[config.mk]
export PLATFORM = sky130hd
export DESIGN_NAME = level_fifo
export DESIGN_NICKNAME = d
export VERILOG_FILES = /design/src/rtl/level_fifo_pkg.sv /design/src/rtl/level_fifo_mem.sv /design/src/rtl/level_fifo.sv
export SDC_FILE = /design/constraint.sdc
export NUM_CORES = 1
export LEC_CHECK = 0
export CAP_MARGIN = 40
export CORE_MARGIN = 2
export CORE_UTILIZATION = 25
export CTS_BUF_LIST = sky130_fd_sc_hd__clkbuf_4 sky130_fd_sc_hd__clkbuf_8
export CTS_CLUSTER_DIAMETER = 30
export DETAILED_ROUTE_END_ITERATION = 16
export PLACE_DENSITY_LB_ADDON = 0.15
export SETUP_SLACK_MARGIN = 0.2
export SYNTH_ARGS = -nofsm -noshare
export SYNTH_HDL_FRONTEND = slang
export SYNTH_SLANG_ARGS = --single-unit
[constraint.sdc]
create_clock -name clk -period 3.5 [get_ports clk]
set_input_delay 0.875 -clock clk [delete_from_list [all_inputs] [get_ports clk]]
set_output_delay 0.875 -clock clk [all_outputs]
set_load 0.01 [all_outputs]
[src/rtl/level_fifo_pkg.sv]
// Shared widths and types for the level_fifo block.
// Pointer/count widths are derived from DEPTH so every file agrees on them.
package level_fifo_pkg;

    // Address width of the storage array; DEPTH is a power of two >= 2.
    function automatic int ptr_w(input int depth);
        return (depth > 1) ? $clog2(depth) : 1;
    endfunction

    // Count needs one extra bit so that DEPTH itself is representable.
    function automatic int cnt_w(input int depth);
        return ptr_w(depth) + 1;
    endfunction

    typedef struct packed {
        logic overflow;
        logic underflow;
    } err_flags_t;

endpackage

[src/rtl/level_fifo_mem.sv]
// Storage for level_fifo: DEPTH x DATA_WIDTH register array, one write port
// and one synchronous read port whose output register holds between reads.
module level_fifo_mem
    import level_fifo_pkg::*;
#(
    parameter int DATA_WIDTH = 8,
    parameter int DEPTH      = 8
) (
    input  logic                      clk,
    input  logic                      rst,
    input  logic                      wr_en,
    input  logic [ptr_w(DEPTH)-1:0]   wr_addr,
    input  logic [DATA_WIDTH-1:0]     wr_data,
    input  logic                      rd_en,
    input  logic [ptr_w(DEPTH)-1:0]   rd_addr,
    output logic [DATA_WIDTH-1:0]     rd_data
);

    logic [DATA_WIDTH-1:0] mem [DEPTH];

    // The array itself is never reset; only the read register is.
    always_ff @(posedge clk) begin
        if (wr_en) begin
            mem[wr_addr] <= wr_data;
        end
    end

    always_ff @(posedge clk or posedge rst) begin
        if (rst) begin
            rd_data <= '0;
        end else if (rd_en) begin
            rd_data <= mem[rd_addr];
        end
    end

endmodule

[src/rtl/level_fifo.sv]
// Synchronous FIFO with occupancy count and level flags.
// Define LEVEL_FIFO_ERR_EN to build the sticky overflow/underflow flags.
module level_fifo
    import level_fifo_pkg::*;
#(
    parameter int DATA_WIDTH = 8,
    parameter int DEPTH      = 8,
    parameter int AF_THRESH  = DEPTH - 1,
    parameter int AE_THRESH  = 1
) (
    input  logic                      clk,
    input  logic                      rst,
    input  logic                      flush,
    input  logic                      wren,
    input  logic [DATA_WIDTH-1:0]     i_data,
    input  logic                      rden,
    output logic [DATA_WIDTH-1:0]     o_data,
    output logic                      full,
    output logic                      empty,
    output logic                      almost_full,
    output logic                      almost_empty,
    output logic [cnt_w(DEPTH)-1:0]   count,
    output logic                      overflow,
    output logic                      underflow
);

    localparam int PTR_W = ptr_w(DEPTH);
    localparam int CNT_W = cnt_w(DEPTH);

    localparam logic [CNT_W-1:0] CNT_FULL = CNT_W'(DEPTH);
    localparam logic [CNT_W-1:0] CNT_AF   = CNT_W'(AF_THRESH);
    localparam logic [CNT_W-1:0] CNT_AE   = CNT_W'(AE_THRESH);

    logic [PTR_W-1:0] wr_ptr;
    logic [PTR_W-1:0] rd_ptr;
    logic [CNT_W-1:0] count_q;
    logic             wr_acc;
    logic             rd_acc;

    // A read frees a slot in the same cycle, so a full FIFO still accepts
    // a simultaneous write; flush overrides both requests.
    assign rd_acc = rden && !empty && !flush;
    assign wr_acc = wren && (!full || rden) && !flush;

    always_ff @(posedge clk or posedge rst) begin
        if (rst) begin
            wr_ptr  <= '0;
            rd_ptr  <= '0;
            count_q <= '0;
        end else if (flush) begin
            wr_ptr  <= '0;
            rd_ptr  <= '0;
            count_q <= '0;
        end else begin
            if (wr_acc) begin
                wr_ptr <= wr_ptr + PTR_W'(1);
            end
            if (rd_acc) begin
                rd_ptr <= rd_ptr + PTR_W'(1);
            end
            case ({wr_acc, rd_acc})
                2'b10:   count_q <= count_q + CNT_W'(1);
                2'b01:   count_q <= count_q - CNT_W'(1);
                default: count_q <= count_q;
            endcase
        end
    end

    assign count        = count_q;
    assign full         = (count_q == CNT_FULL);
    assign empty        = (count_q == '0);
    assign almost_full  = (count_q >= CNT_AF);
    assign almost_empty = (count_q <= CNT_AE);

    level_fifo_mem #(
        .DATA_WIDTH (DATA_WIDTH),
        .DEPTH      (DEPTH)
    ) u_mem (
        .clk     (clk),
        .rst     (rst),
        .wr_en   (wr_acc),
        .wr_addr (wr_ptr),
        .wr_data (i_data),
        .rd_en   (rd_acc),
        .rd_addr (rd_ptr),
        .rd_data (o_data)
    );

`ifdef LEVEL_FIFO_ERR_EN
    err_flags_t err_q;

    always_ff @(posedge clk or posedge rst) begin
        if (rst) begin
            err_q <= '0;
        end else if (flush) begin
            err_q <= '0;
        end else begin
            if (wren && full && !rden) begin
                err_q.overflow <= 1'b1;
            end
            if (rden && empty) begin
                err_q.underflow <= 1'b1;
            end
        end
    end

    assign overflow  = err_q.overflow;
    assign underflow = err_q.underflow;
`else
    assign overflow  = 1'b0;
    assign underflow = 1'b0;
`endif

endmodule

# Yosys cells after proc, flatten, opt, wreduce, memory -nomap -nowiden
# Memories as Yosys holds them, arrays and structs flattened. A register that Yosys moved wholly into a read port is not among the register bits.
# Index checks and enable logic that the tools add are counted.
word_totals:
  regBits: 10
  latchBits: 0
  ramBits: 64
  rom_bits: 0
  output_inout_bits: 18
  word_cells: 33
  memories: 1
memory_table:
  columns: ["name", "depth", "width", "rd", "rd_clocked_by_memory_dff", "write_ports", "line_no", "source"]
  rows:
  - ["u_mem.mem", 8, 8, 1, 1, 1, "level_fifo_mem.sv:19", "logic [DATA_WIDTH-1:0] mem [DEPTH];"]
classes:
  n_addsub: 4
  multipliers: 0
  n_div: 0
  n_lt_le_gt_ge: 2
  n_eq_ne: 3
  shifts: 0
  muxes: 8
  bitwise: 0
  n_reduce_logical: 12
ops:
  columns: ["op", "count"]
  rows:
  - ["$mux W3", 4]
  - ["$pmux W4 S2", 1]
  - ["$add A3 B1 Y3 const B", 2]
  - ["$add A4 B1 Y4 const B", 1]
  - ["$eq A4 B4 Y1 const B", 1]
  - ["$ge A4 B3 Y1 const B", 1]
  - ["$le A4 B1 Y1 const B", 1]
  - ["$logic_and A1 B1 Y1", 4]
  - ["$logic_not A4 Y1", 1]
  - ["$mux W4", 1]
  - ["$reduce_bool A2 Y1", 2]
  - ["$sub A4 B1 Y4 const B", 1]
  - ["$logic_not A1 Y1", 3]
  - ["$reduce_bool A3 Y1", 1]
  - ["$eq A2 B1 Y1 const B", 1]
  - ["$eq A2 B2 Y1 const B", 1]
  - ["$mux W1", 2]
  - ["$logic_or A1 B1 Y1", 1]

# Depth between registers and ports, before layout
# Gate-level depths: netlist (run 1).
logic_depth:
  word_depth: 8
  depth_mapped: 6
  ltp_nobuf: 6

# Hierarchy
# A second synthesis (run 1) with hierarchy kept.
hier_totals:
  hier_cells: 256
  hier_area_um2: 3654.8
modules_own_cells:
  columns: ["mod", "n_inst", "cells_per_inst", "area_per_inst_um2", "seq_area_each_um2"]
  rows:
  - ["level_fifo_mem", 1, 170, 2865.2, 2122.0]
  - ["level_fifo", 1, 86, 789.5, 250.2]

# Worst setup path before layout (run 1)
# OpenSTA, ideal clock, no wires.
synth_path:
  kind: "input-to-reg"
  startpoint: "input wren"
  endpoint: "memory u_mem.mem[0][0], enable pin"
  setup_ns: 0.395
  arrival_ns: 2.433
  required_ns: 3.105
  setup_slack_ns: 0.672
  path_stages: 4
  n_path_buf: 1
  path_cell_list: "clkbuf_1 -> o21ai_1 -> or2_2 -> nor4_1"
synth_between:
  elab_chain_cells: 4
synth_rtl:
  columns: ["element", "line_no", "source"]
  rows:
  - ["start: declaration", "level_fifo.sv:14", "input logic wren,"]
  - ["$logic_and A1 B1 Y1 (2 in a row)", "level_fifo.sv:43", "assign wr_acc = wren && (!full || rden) && !flush;"]
  - ["$mux W1", "level_fifo_mem.sv:23", "if (wr_en) begin"]
  - ["$mux W1 (not written as such)", "level_fifo_mem.sv:24", "mem[wr_addr] <= wr_data;"]
  - ["end: declaration", "level_fifo_mem.sv:19", null]
# No other way between the ends.

# Worst setup path in the final report (run 1)
layout_path:
  startpoint: "register count_q[0] (netlist: count[0])"
  endpoint: "output full"
layout_between:
  elab_chain_cells: 1
layout_rtl:
  columns: ["element", "line_no", "source"]
  rows:
  - ["start: declaration", "level_fifo.sv:36", "logic [CNT_W-1:0] count_q;"]
  - ["start signal: assignment", "level_fifo.sv:62", "2'b10: count_q <= count_q + CNT_W'(1);"]
  - ["start signal: assignment", "level_fifo.sv:63", "2'b01: count_q <= count_q - CNT_W'(1);"]
  - ["start signal: assignment", "level_fifo.sv:64", "default: count_q <= count_q;"]
  - ["$eq A4 B4 Y1", "level_fifo.sv:70", "assign full = (count_q == CNT_FULL);"]
  - ["end: declaration", "level_fifo.sv:18", "output logic full,"]
# No other way between the ends.

==> out/results.ini, run 1 <==
[layout]
fill_cells = 1349
antenna_cells = 0
final_core_util = 0.306
nets = 287
layout_overhead_on_the_synthesized_area_pct = 19.5
design_area_um2 = 4230
layout-drive-gt1-share = 0.143
final-instance-count-excl-fill = 453

[sta]
post-route-period-util = 0.829
maxClockFrequency_ghz = 0.345
relSlewSlack = 0.492
fin_skew_ns = 0.0112
final-hold-violation-count = 0
period_minus_slack_ns = 2.90
setup_total_negative_slack_ns = 0
timing.final.setup_violations = 0
tightestPinTransition_ns = 0.761
final-max-slew-violation-count = 0
rsz0062_at_grt = no

[floorplan]
initial_core_util = 0.256
design.core.area_um2 = 13800
num_io_pins = 31
die-area_um2 = 15100
die_x_um = 123
die_h_um = 123
floorplan.rows = 43

[worst_setup_path]
arrival_time_of_the_worst_setup_path_ns = 2.03
critical_path.reg2reg.startpoint = count[0]
cp.required_ns = 2.62
crit_start = count[0]
timing_worst_setup_path_type = reg -> out
rr_endpoint = u_mem.mem[0][0]
worst_setup_path_end_kind = output port
worst_r2r_path_depth = 7
critical_path.startpoint_type = register
timing.critical_path.to = full
critical_path_peak_fanout = 8
worst_case_register_to_register_setup_slack_ns = 1.18

[power_and_ir_drop]
leakage_nw = 1.43
power_per_cell_area_nw_per_um2 = 613
vdd_ir_drop_max_mv = 0.141
clock_power_share = 0.263
seq_power_share = 0.473
power_frac_comb = 0.264
swShare = 0.292
total_switching_power_mw = 0.756
internal-power_mw = 1.83

[detailed_routing]
drt.antenna.violating_nets = 0
drtPass1Iterations = 4
avgViaCountPerCell = 4.36
drc_errors = 0
detail_route.wl_per_cell_um = 16.2
num_vias = 1973
wirelength_mm = 7.36
first_iter_violations = 66

[cts]
worst_setup_hold_path_clk_slew_ns = 0.08
inserted_clock_buffers = 9
worst_case_clock_buffer_depth = 2
htreeDepth = 3
worst_skew_pair.late_latency_ns = 0.35
tritoncts = built
post_cts.repair.setup_buffers = 0
cts-hold-fix-buffers = 0
cts_root_buf = clkbuf_8
ctsResizeCount = 0
cts.sinks = 82

[yosys]
seq_cells_post_synth = 82
mean_cell_area_of_the_mapped_netlist_um2 = 15.2
proportion_of_synthesized_chip_area_in_sequential_cells = 0.670
synth-warning-count = 0
synth_cells = 233
synthesis.area_um2 = 3540
post_synth_num_cell_types = 39

[place]
dpl-instance-area_um2 = 4030
gp_routability_congestion = 0.714
dpl.cell_count = 437
placement.io_buffers = 28
dpl.hpwl_mm = 5.01

[grt]
number_of_global_route_vias_before_repair = 1949
grt_antenna_before_repair = 0
total_global_routing_track_utilization = 0.105
grt_overflow_total = 0
largest_net_degree_at_the_start_of_global_routing = 23
wire_length_of_the_first_global_routing_pass_mm = 11.4

[outcome]
run_status = finished, final reports clean

[hold_path]
hold_path.class = reg -> reg

[run]
maximum_capacitance_violations = 0

## power by group through the flow
stage | Combinational [mW] | Sequential, mW | Clock, mW
floorplan | 0.409 | 1.24 | 0
global placement | 0.689 | 1.25 | 0
detailed placement | 0.696 | 1.25 | 0
CTS | 0.699 | 1.23 | 0.706
global route | 0.759 | 1.24 | 0.747
finish | 0.684 | 1.23 | 0.681
## per-layer routing
metal,track usage,vias to the layer above,wire [µm]
met3,0.0300,7,333
met5,0,-,0
met2,0.155,35,3330
met1,0.145,978,3590
li1,-,953,-
met4,0.0405,0,106
## worst max-delay path, stage by stage, from the launching register on
cell	delay (ns)
dfrtp_1	0.47
inv_1	0.13
ha_1	0.27
nand3b_1	0.19
inv_1	0.10
clkdlybuf4s50_1	0.53
## cells by family after synthesis
group           count (synthesis)  synth area share
flops                          82             0.670
simple gates                   45            0.0750
mux                            43             0.125
compound gates                 34            0.0704
buf+inv                        19            0.0297
fa+ha+maj                       6            0.0212
xor+xnor                        3           0.00743
other cells                     1           0.00106
## per-stage QoR
| step | power [mW] | hold slack, ns | setup slack, ns |
|---|---|---|---|
| detailed placement | 1.95 | 0.500 | 0.614 |
| global route | 2.74 | 0.528 | 0.444 |
| finish | 2.59 | 0.510 | 0.597 |
| CTS | 2.63 | 0.520 | 0.562 |
| floorplan | 1.65 | 0.535 | 0.672 |
| global placement | 1.94 | 0.492 | 0.628 |
## registers in the layout, summed over array words and instances (netlist names)
name,count
u_mem.mem,64
u_mem.rd_data,8
count,4
rd_ptr,3
wr_ptr,3
## layout by cell type (no fill, tap or decap), types with 6 or more instances in the layout
master and n:
edfxtp_1 64, mux2i_1 34, clkdlybuf4s50_1 28, dfrtp_1 17
nor2_1 14, mux2_2 9, clkbuf_8 9, buf_4 9
a22o_1 8, a221oi_1 8, ha_1 6
## worst min path at each step
stage	start	endpoint	cells past startpoint
floorplan	wr_ptr[0]	wr_ptr[0]	2
global placement	u_mem.rd_data[6]	u_mem.rd_data[6]	1
detailed placement	u_mem.rd_data[7]	u_mem.rd_data[7]	1
CTS	u_mem.rd_data[7]	u_mem.rd_data[7]	1
global route	u_mem.rd_data[7]	u_mem.rd_data[7]	1
finish	u_mem.rd_data[2]	u_mem.rd_data[2]	1
## synthesized netlist by cell type, drive strengths merged
| cell type | count | share of area |
|---|---|---|
| a21o | 1 | 0.0021 |
| a21oi | 4 | 0.0057 |
| a221oi | 8 | 0.020 |
| a22o | 8 | 0.020 |
| a2bb2oi | 2 | 0.0050 |
| a31oi | 2 | 0.0035 |
| and2 | 1 | 0.0018 |
| and3 | 1 | 0.0018 |
| buf | 10 | 0.020 |
| clkbuf | 4 | 0.0042 |
| conb | 1 | 0.0011 |
| dfrtp | 18 | 0.13 |
| edfxtp | 64 | 0.54 |
| ha | 6 | 0.021 |
| inv | 5 | 0.0053 |
| mux2 | 9 | 0.029 |
| mux2i | 34 | 0.096 |
| nand2 | 4 | 0.0042 |
| nand2b | 4 | 0.0092 |
| nand3b | 4 | 0.0085 |
| nand4 | 1 | 0.0018 |
| nor2 | 15 | 0.018 |
| nor2b | 4 | 0.0071 |
| nor3 | 3 | 0.0042 |
| nor3b | 2 | 0.0074 |
| nor4 | 3 | 0.0053 |
| o211ai | 2 | 0.0042 |
| o21ai | 6 | 0.0085 |
| o22ai | 1 | 0.0018 |
| or2 | 1 | 0.0018 |
| or3 | 1 | 0.0018 |
| or4 | 1 | 0.0021 |
| xor2 | 3 | 0.0074 |
## cell type report
| class | count | area [µm²] | share of cell area |
|---|---|---|---|
| flip-flops and latches | 82 | 2370 | 0.561 |
| multi-input cells | 133 | 1060 | 0.252 |
| repair buffers | 37 | 348 | 0.0823 |
| well taps | 180 | 225 | 0.0533 |
| clock buffers | 10 | 131 | 0.0311 |
| clock inverters | 6 | 66.3 | 0.0157 |
| inverters | 5 | 18.8 | 0.00444 |
(Power assumes the default switching activity.)
==> inputs of run 2 (changes only) <==
clock period = 2.59 ns   (was 3.5 ns; I/O delays follow)
==> run 2 against run 1 <==
Against the previous run: utilization rose by 0.66 points; cell count rose by 1.8%; design area rose by 2.2%; sequential share of layout area is 1.2 points lower; critical path type unchanged; critical endpoint is now almost_full; largest cell class unchanged; largest power group unchanged.
==> out/results.ini, run 2 (same netlist as run 1, synthesis figures left out) <==
[power_and_ir_drop]
power_frac_comb = 0.277  ; +0.013
power_per_cell_area_nw_per_um2 = 825  ; +35%
total_power_mw = 3.56  ; +38%
clock_power_share = 0.263  ; about the same
total_switching_power_mw = 1.05  ; +40%
swShare = 0.296  ; +0.00436
seq_power_share = 0.460  ; -0.013
internal-power_mw = 2.51  ; +37%
leakage_nw = 1.48  ; +3.5%
vdd_ir_drop_max_mv = 0.231  ; +63%

[worst_setup_path]
critical_path.startpoint_type = register
cp_cell_sequence = buf_4 -> ha_1 -> a21o_1 -> dlygate4sd2_1
cp.required_ns = 1.94  ; -0.68 ns
critical_path_peak_fanout = 2  ; -6
timing_worst_setup_path_type = reg -> out
arrival_time_of_the_worst_setup_path_ns = 1.58  ; -0.45 ns
worst_setup_path_end_kind = output port
cp_slowest_cell = dfrtp_2
cpPeakStageDelay_ns = 0.43  ; -0.10 ns

[grt]
busiest_layer = met2
globalRouteMet3Util = 0.0217  ; -0.00830
wire_length_of_the_first_global_routing_pass_mm = 11.7  ; +2.9%
number_of_global_route_vias_before_repair = 2029  ; +4.1%
grt_overflow_total = 0  ; unchanged
global_route.usage.met1 = 0.153  ; +0.00807
grt_antenna_before_repair = 0  ; unchanged
total_global_routing_track_utilization = 0.108  ; +0.00384
gr-usage-met2 = 0.157  ; +0.00207
largest_net_degree_at_the_start_of_global_routing = 22  ; -4.3%

[sta]
rsz0062_at_grt = no
final-max-slew-violation-count = 0  ; unchanged
relSlewSlack = 0.485  ; -0.00747
final-hold-violation-count = 0  ; unchanged
fin_skew_ns = 0.0120  ; +0.000846 ns
tightestPinTransition_ns = 0.770  ; +0.00920 ns
maxClockFrequency_ghz = 0.449
post-route-period-util = 0.861
period_minus_slack_ns = 2.23
timing.final.setup_violations = 0  ; unchanged
setup_total_negative_slack_ns = 0  ; unchanged

[layout]
max_flop_register = u_mem.mem
final_cell_mix = edfxtp_1 (64), mux2i_1 (34), clkdlybuf4s50_1 (24)
nets = 295  ; +2.8%
layout_overhead_on_the_synthesized_area_pct = 22.1
design_area_um2 = 4320  ; +2.2%
layout-drive-gt1-share = 0.185  ; +0.0422
antenna_cells = 0  ; unchanged
largest_reg_flops = 64  ; unchanged
fill_cells = 1361  ; +0.89%
final_common_cell = edfxtp_1

[floorplan]
floorplan.rows = 43  ; unchanged
num_io_pins = 31  ; unchanged
initial_core_util = 0.256  ; unchanged
die-area_um2 = 15100  ; unchanged
die_x_um = 123  ; unchanged
design.core.area_um2 = 13800  ; unchanged
die_h_um = 123  ; unchanged

[hold_path]
hold_path.class = reg -> reg

[detailed_routing]
drt.antenna.violating_nets = 0  ; unchanged
drtPass1Iterations = 4  ; unchanged
drc_errors = 0  ; unchanged
detail_route.wl_per_cell_um = 16.0  ; -1.7%
num_vias = 1980  ; +0.35%
first_iter_violations = 72  ; +9.1%
wirelength_mm = 7.36  ; unchanged
avgViaCountPerCell = 4.30  ; -1.4%

[cts]
worst_skew_pair.late_latency_ns = 0.36  ; about the same
inserted_clock_buffers = 9  ; unchanged
cts_root_buf = clkbuf_8
tritoncts = built
cts.sinks = 82  ; unchanged
cts-hold-fix-buffers = 0  ; unchanged
worst_case_clock_buffer_depth = 2  ; unchanged
worst_setup_hold_path_clk_slew_ns = 0.09  ; about the same
htreeDepth = 3  ; unchanged

[run]
maximum_capacitance_violations = 0  ; unchanged

[outcome]
run_status = finished, final reports clean

[place]
dpl-instance-area_um2 = 4090  ; +1.5%
placement.io_buffers = 28  ; unchanged
gp_routability_congestion = 0.700  ; -1.9%
dpl.hpwl_mm = 4.90  ; -2.2%

-- run 2: cell types whose count changed in the layout (fill, tap and decap cells not counted), moves of 2 or more --
cell             before  now
buf_4                 9   16
clkdlybuf4s50_1      28   24
dlygate4sd2_1         0    4
clkinv_4              2    0
-- run 2: stage by stage --
stage	hold WS [ns]	instances	util	setup WS, ns
final	0.511	461	0.312	0.360
after global routing	0.539	461	0.312	0.279
after CTS	0.519	461	0.312	0.334
after detailed placement	0.499	442	0.296	0.209
after global placement	0.492	442	0.296	0.220
after floorplan	0.535	234	-	0.227
-- run 2: final timing paths --
path,slack (ns),depth (start not counted),end,startpoint
worst min-delay path,0.51,1,u_mem.rd_data[1],u_mem.rd_data[1]
min in group asynchronous,0.72,2,u_mem.rd_data[5],rst
max in group asynchronous,1.35,2,rd_ptr[1],rst
worst max register to register,0.56,8,u_mem.mem[0][0],count[1]
worst max-delay path,0.36,4,almost_full,count[1]
worst min register to register,0.51,1,u_mem.rd_data[1],u_mem.rd_data[1]
-- run 2: critical path: cells and delay by family (launching register included) --
family          cells  cell delay [ns]
flops               1             0.43
buf+inv             2             0.42
fa+ha+maj           1             0.20
compound gates      1             0.18
-- run 2: final cells by class --
type | instances | area [µm²] | area share
Clock buffer | 10 | 131 | 0.0304
Clock inverter | 6 | 65.1 | 0.0151
Inverter | 5 | 18.8 | 0.00435
Multi-Input combinational cell | 133 | 1090 | 0.252
Sequential cell | 82 | 2370 | 0.550
Tap cell | 180 | 225 | 0.0521
Timing Repair Buffer | 45 | 415 | 0.0962
-- run 2: repair_timing --
item                       in CTS  in global routing
hold endpoints to repair        0                  0
buffers inserted                3                  0
gates resized for setup         8                  0
setup endpoints to repair       4                  0
-- run 2: routing by layer --
metal / up-vias / share of wire
met4: 0 / 0.022
met3: 10 / 0.030
li1: 973 / -
met5: - / 0
met1: 965 / 0.49
met2: 32 / 0.46
-- run 2: power groups by stage --
stage	Clock (mW)	Combinational [mW]	Sequential (mW)
3_5_place_dp	0	0.970	1.67
2_1_floorplan	0	0.554	1.67
5_1_grt	1.04	1.09	1.66
6_report	0.938	0.986	1.64
3_3_place_gp	0	0.962	1.67
4_1_cts	0.967	1.00	1.64
==> inputs of run 3 (changes only) <==
CAP_MARGIN = 5   (was 40)
TNS_END_PERCENT = 10   (was default)
==> run 3 against run 2 <==
Against the previous run: clock power increased by 31%; sequential share of layout area shrank 1.1 points; clock-buffer cell count down 1; design area up 2.1%; power rose by 8.0%; critical endpoint unchanged; sequential power hardly changed; cell count is 1.1% higher; die area is the same; clock skew up 0.0020 ns; maximum frequency fell by 9.3%.
==> out/results.ini, run 3 (same netlist as run 1, synthesis figures left out) <==
[outcome]
run_status = finished, final reports clean

[worst_setup_path]
critical_path.reg2reg.startpoint = count[0]
rr_endpoint = u_mem.mem[4][1]
crit_start = count[0]
cp_cell_sequence = buf_4 -> ha_1 -> a21o_1 -> clkdlybuf4s50_1
critical_path_peak_fanout = 5  ; +3
critical_path.startpoint_type = register
cp_slowest_cell = clkdlybuf4s50_1
cp_top_family = buffers and inverters
path_depth = 4  ; unchanged
timing.critical_path.to = almost_full
cpPeakStageDelay_ns = 0.47  ; +0.04 ns
cp.required_ns = 1.94  ; about the same
timing_worst_setup_path_type = reg -> out
worst_r2r_path_depth = 8  ; unchanged
worst_setup_path_end_kind = output port
critical_path_buf_inv_count = 2  ; unchanged
worst_case_register_to_register_setup_slack_ns = 0.45  ; -0.11 ns
arrival_time_of_the_worst_setup_path_ns = 1.81  ; +0.23 ns

[layout]
antenna_cells = 0  ; unchanged
multiInputGateArea_um2 = 1070  ; -1.4%
layout-drive-gt1-share = 0.192  ; +0.00725
final-instance-count-excl-fill = 466  ; +1.1%
design_area_um2 = 4410  ; +2.1%
final_common_cell = edfxtp_1
nets = 300  ; +1.7%
layout_overhead_on_the_synthesized_area_pct = 24.6
fill_cells = 1355  ; -0.44%
ff_latch_area_um2 = 2370  ; unchanged
max_flop_register = u_mem.mem
largest_reg_flops = 64  ; unchanged
final_core_util = 0.319  ; +0.00651
final_cell_mix = edfxtp_1 (64), mux2i_1 (34), clkdlybuf4s50_1 (26)

[power_and_ir_drop]
power_per_cell_area_nw_per_um2 = 872  ; +5.8%
vdd_ir_drop_max_mv = 0.349  ; +51%
leakage_nw = 1.54  ; +4.3%
total_power_mw = 3.85  ; +8.0%

[grt]
wire_length_of_the_first_global_routing_pass_mm = 11.5  ; -1.9%
number_of_global_route_vias_before_repair = 2054  ; +1.2%
largest_net_degree_at_the_start_of_global_routing = 16  ; -27%
grt_overflow_total = 0  ; unchanged
total_global_routing_track_utilization = 0.106  ; -0.00257
grt_antenna_before_repair = 0  ; unchanged

[detailed_routing]
first_iter_violations = 86  ; +19%
wirelength_mm = 7.51  ; +2.1%
drc_errors = 0  ; unchanged
avgViaCountPerCell = 4.27  ; -0.62%
detail_route.wl_per_cell_um = 16.1  ; +0.96%
drtPass1Iterations = 4  ; unchanged
num_vias = 1989  ; +0.45%
drt.antenna.violating_nets = 0  ; unchanged

[cts]
worst_setup_hold_path_clk_slew_ns = 0.09  ; about the same
cts.sinks = 82  ; unchanged
tritoncts = built
worst_skew_pair.late_latency_ns = 0.35  ; about the same
cts_root_buf = clkbuf_8
htreeDepth = 3  ; unchanged
worst_case_clock_buffer_depth = 2  ; unchanged
cts-hold-fix-buffers = 0  ; unchanged
inserted_clock_buffers = 9  ; unchanged

[floorplan]
design.core.area_um2 = 13800  ; unchanged
initial_core_util = 0.256  ; unchanged
die-area_um2 = 15100  ; unchanged
die_h_um = 123  ; unchanged
floorplan.rows = 43  ; unchanged
num_io_pins = 31  ; unchanged
die_x_um = 123  ; unchanged

[place]
dpl-instance-area_um2 = 4100  ; +0.31%
dpl.hpwl_mm = 5.03  ; +2.8%
placement.io_buffers = 28  ; unchanged
dpl.cell_count = 446  ; +0.90%
gp_routability_congestion = 0.679  ; -3.0%

[sta]
setup_total_negative_slack_ns = 0  ; unchanged
fin_skew_ns = 0.0141  ; +0.00202 ns
tightestPinTransition_ns = 0.794  ; +0.0235 ns
relSlewSlack = 0.470  ; -0.0149
maxClockFrequency_ghz = 0.407  ; -9.3%
timing.final.setup_violations = 0  ; unchanged
rsz0062_at_grt = yes
post-route-period-util = 0.950  ; +0.0888
period_minus_slack_ns = 2.46  ; +0.230 ns
final-hold-violation-count = 0  ; unchanged
final-max-slew-violation-count = 0  ; unchanged

[run]
maximum_capacitance_violations = 0  ; unchanged

[hold_path]
hold_path.class = reg -> reg

-- run 3: changes by cell type in the layout (fill, tap and decap cells not counted), moves of 2 or more --
cell	delta
buf_4	+6
dlygate4sd2_1	-3
clkdlybuf4s50_1	+2
clkinv_2	-2
bufinv_16	+3
-- run 3: cell type report --
| class | instances | area share |
|---|---|---|
| clock buffer | 9 | 0.0281 |
| tap | 180 | 0.0511 |
| timing repair buffer | 50 | 0.101 |
| clock inverter | 7 | 0.0332 |
| multi-input combinational | 133 | 0.243 |
| sequential | 82 | 0.539 |
| inverter | 5 | 0.00426 |
-- run 3: what timing repair did --
action	in CTS	in global routing
pin swaps	0	0
setup endpoints to repair	4	4
gates resized for setup	3	1
setup buffers	2	2
-- run 3: layer usage --
| layer | up-vias | part of all wire | track usage |
|---|---|---|---|
| li1 | 979 | - | - |
| met1 | 978 | 0.50 | 0.146 |
| met2 | 24 | 0.47 | 0.164 |
| met3 | 8 | 0.023 | 0.0166 |
| met4 | 0 | 0.015 | 0.0490 |
| met5 | - | 0 | 0 |
-- run 3: stage by stage --
stage,worst slack (ns),hold slack (ns)
after CTS,0.0388,0.522
after global placement,0.235,0.494
after floorplan,0.141,0.535
final,0.131,0.518
after global routing,0.0277,0.542
after detailed placement,0.242,0.502
-- run 3: how the worst min path moves through the flow --
stage	slack [ns]	startpoint	depth (start not counted)	to
6_report	0.52	u_mem.rd_data[3]	1	u_mem.rd_data[3]
5_1_grt	0.54	u_mem.rd_data[0]	1	u_mem.rd_data[0]
4_1_cts	0.52	u_mem.rd_data[0]	1	u_mem.rd_data[0]
3_5_place_dp	0.50	u_mem.rd_data[0]	1	u_mem.rd_data[0]
3_3_place_gp	0.49	u_mem.rd_data[4]	1	u_mem.rd_data[4]
2_1_floorplan	0.53	wr_ptr[0]	2	wr_ptr[0]
-- run 3: report_power, final --
part	internal (mW)	total [mW]	leakage [nW]	switching [mW]
clock network	0.746	1.23	0.134	0.479
registers	1.53	1.63	0.805	0.0947
logic	0.521	0.992	0.603	0.471
total	2.80	3.85	1.54	1.05
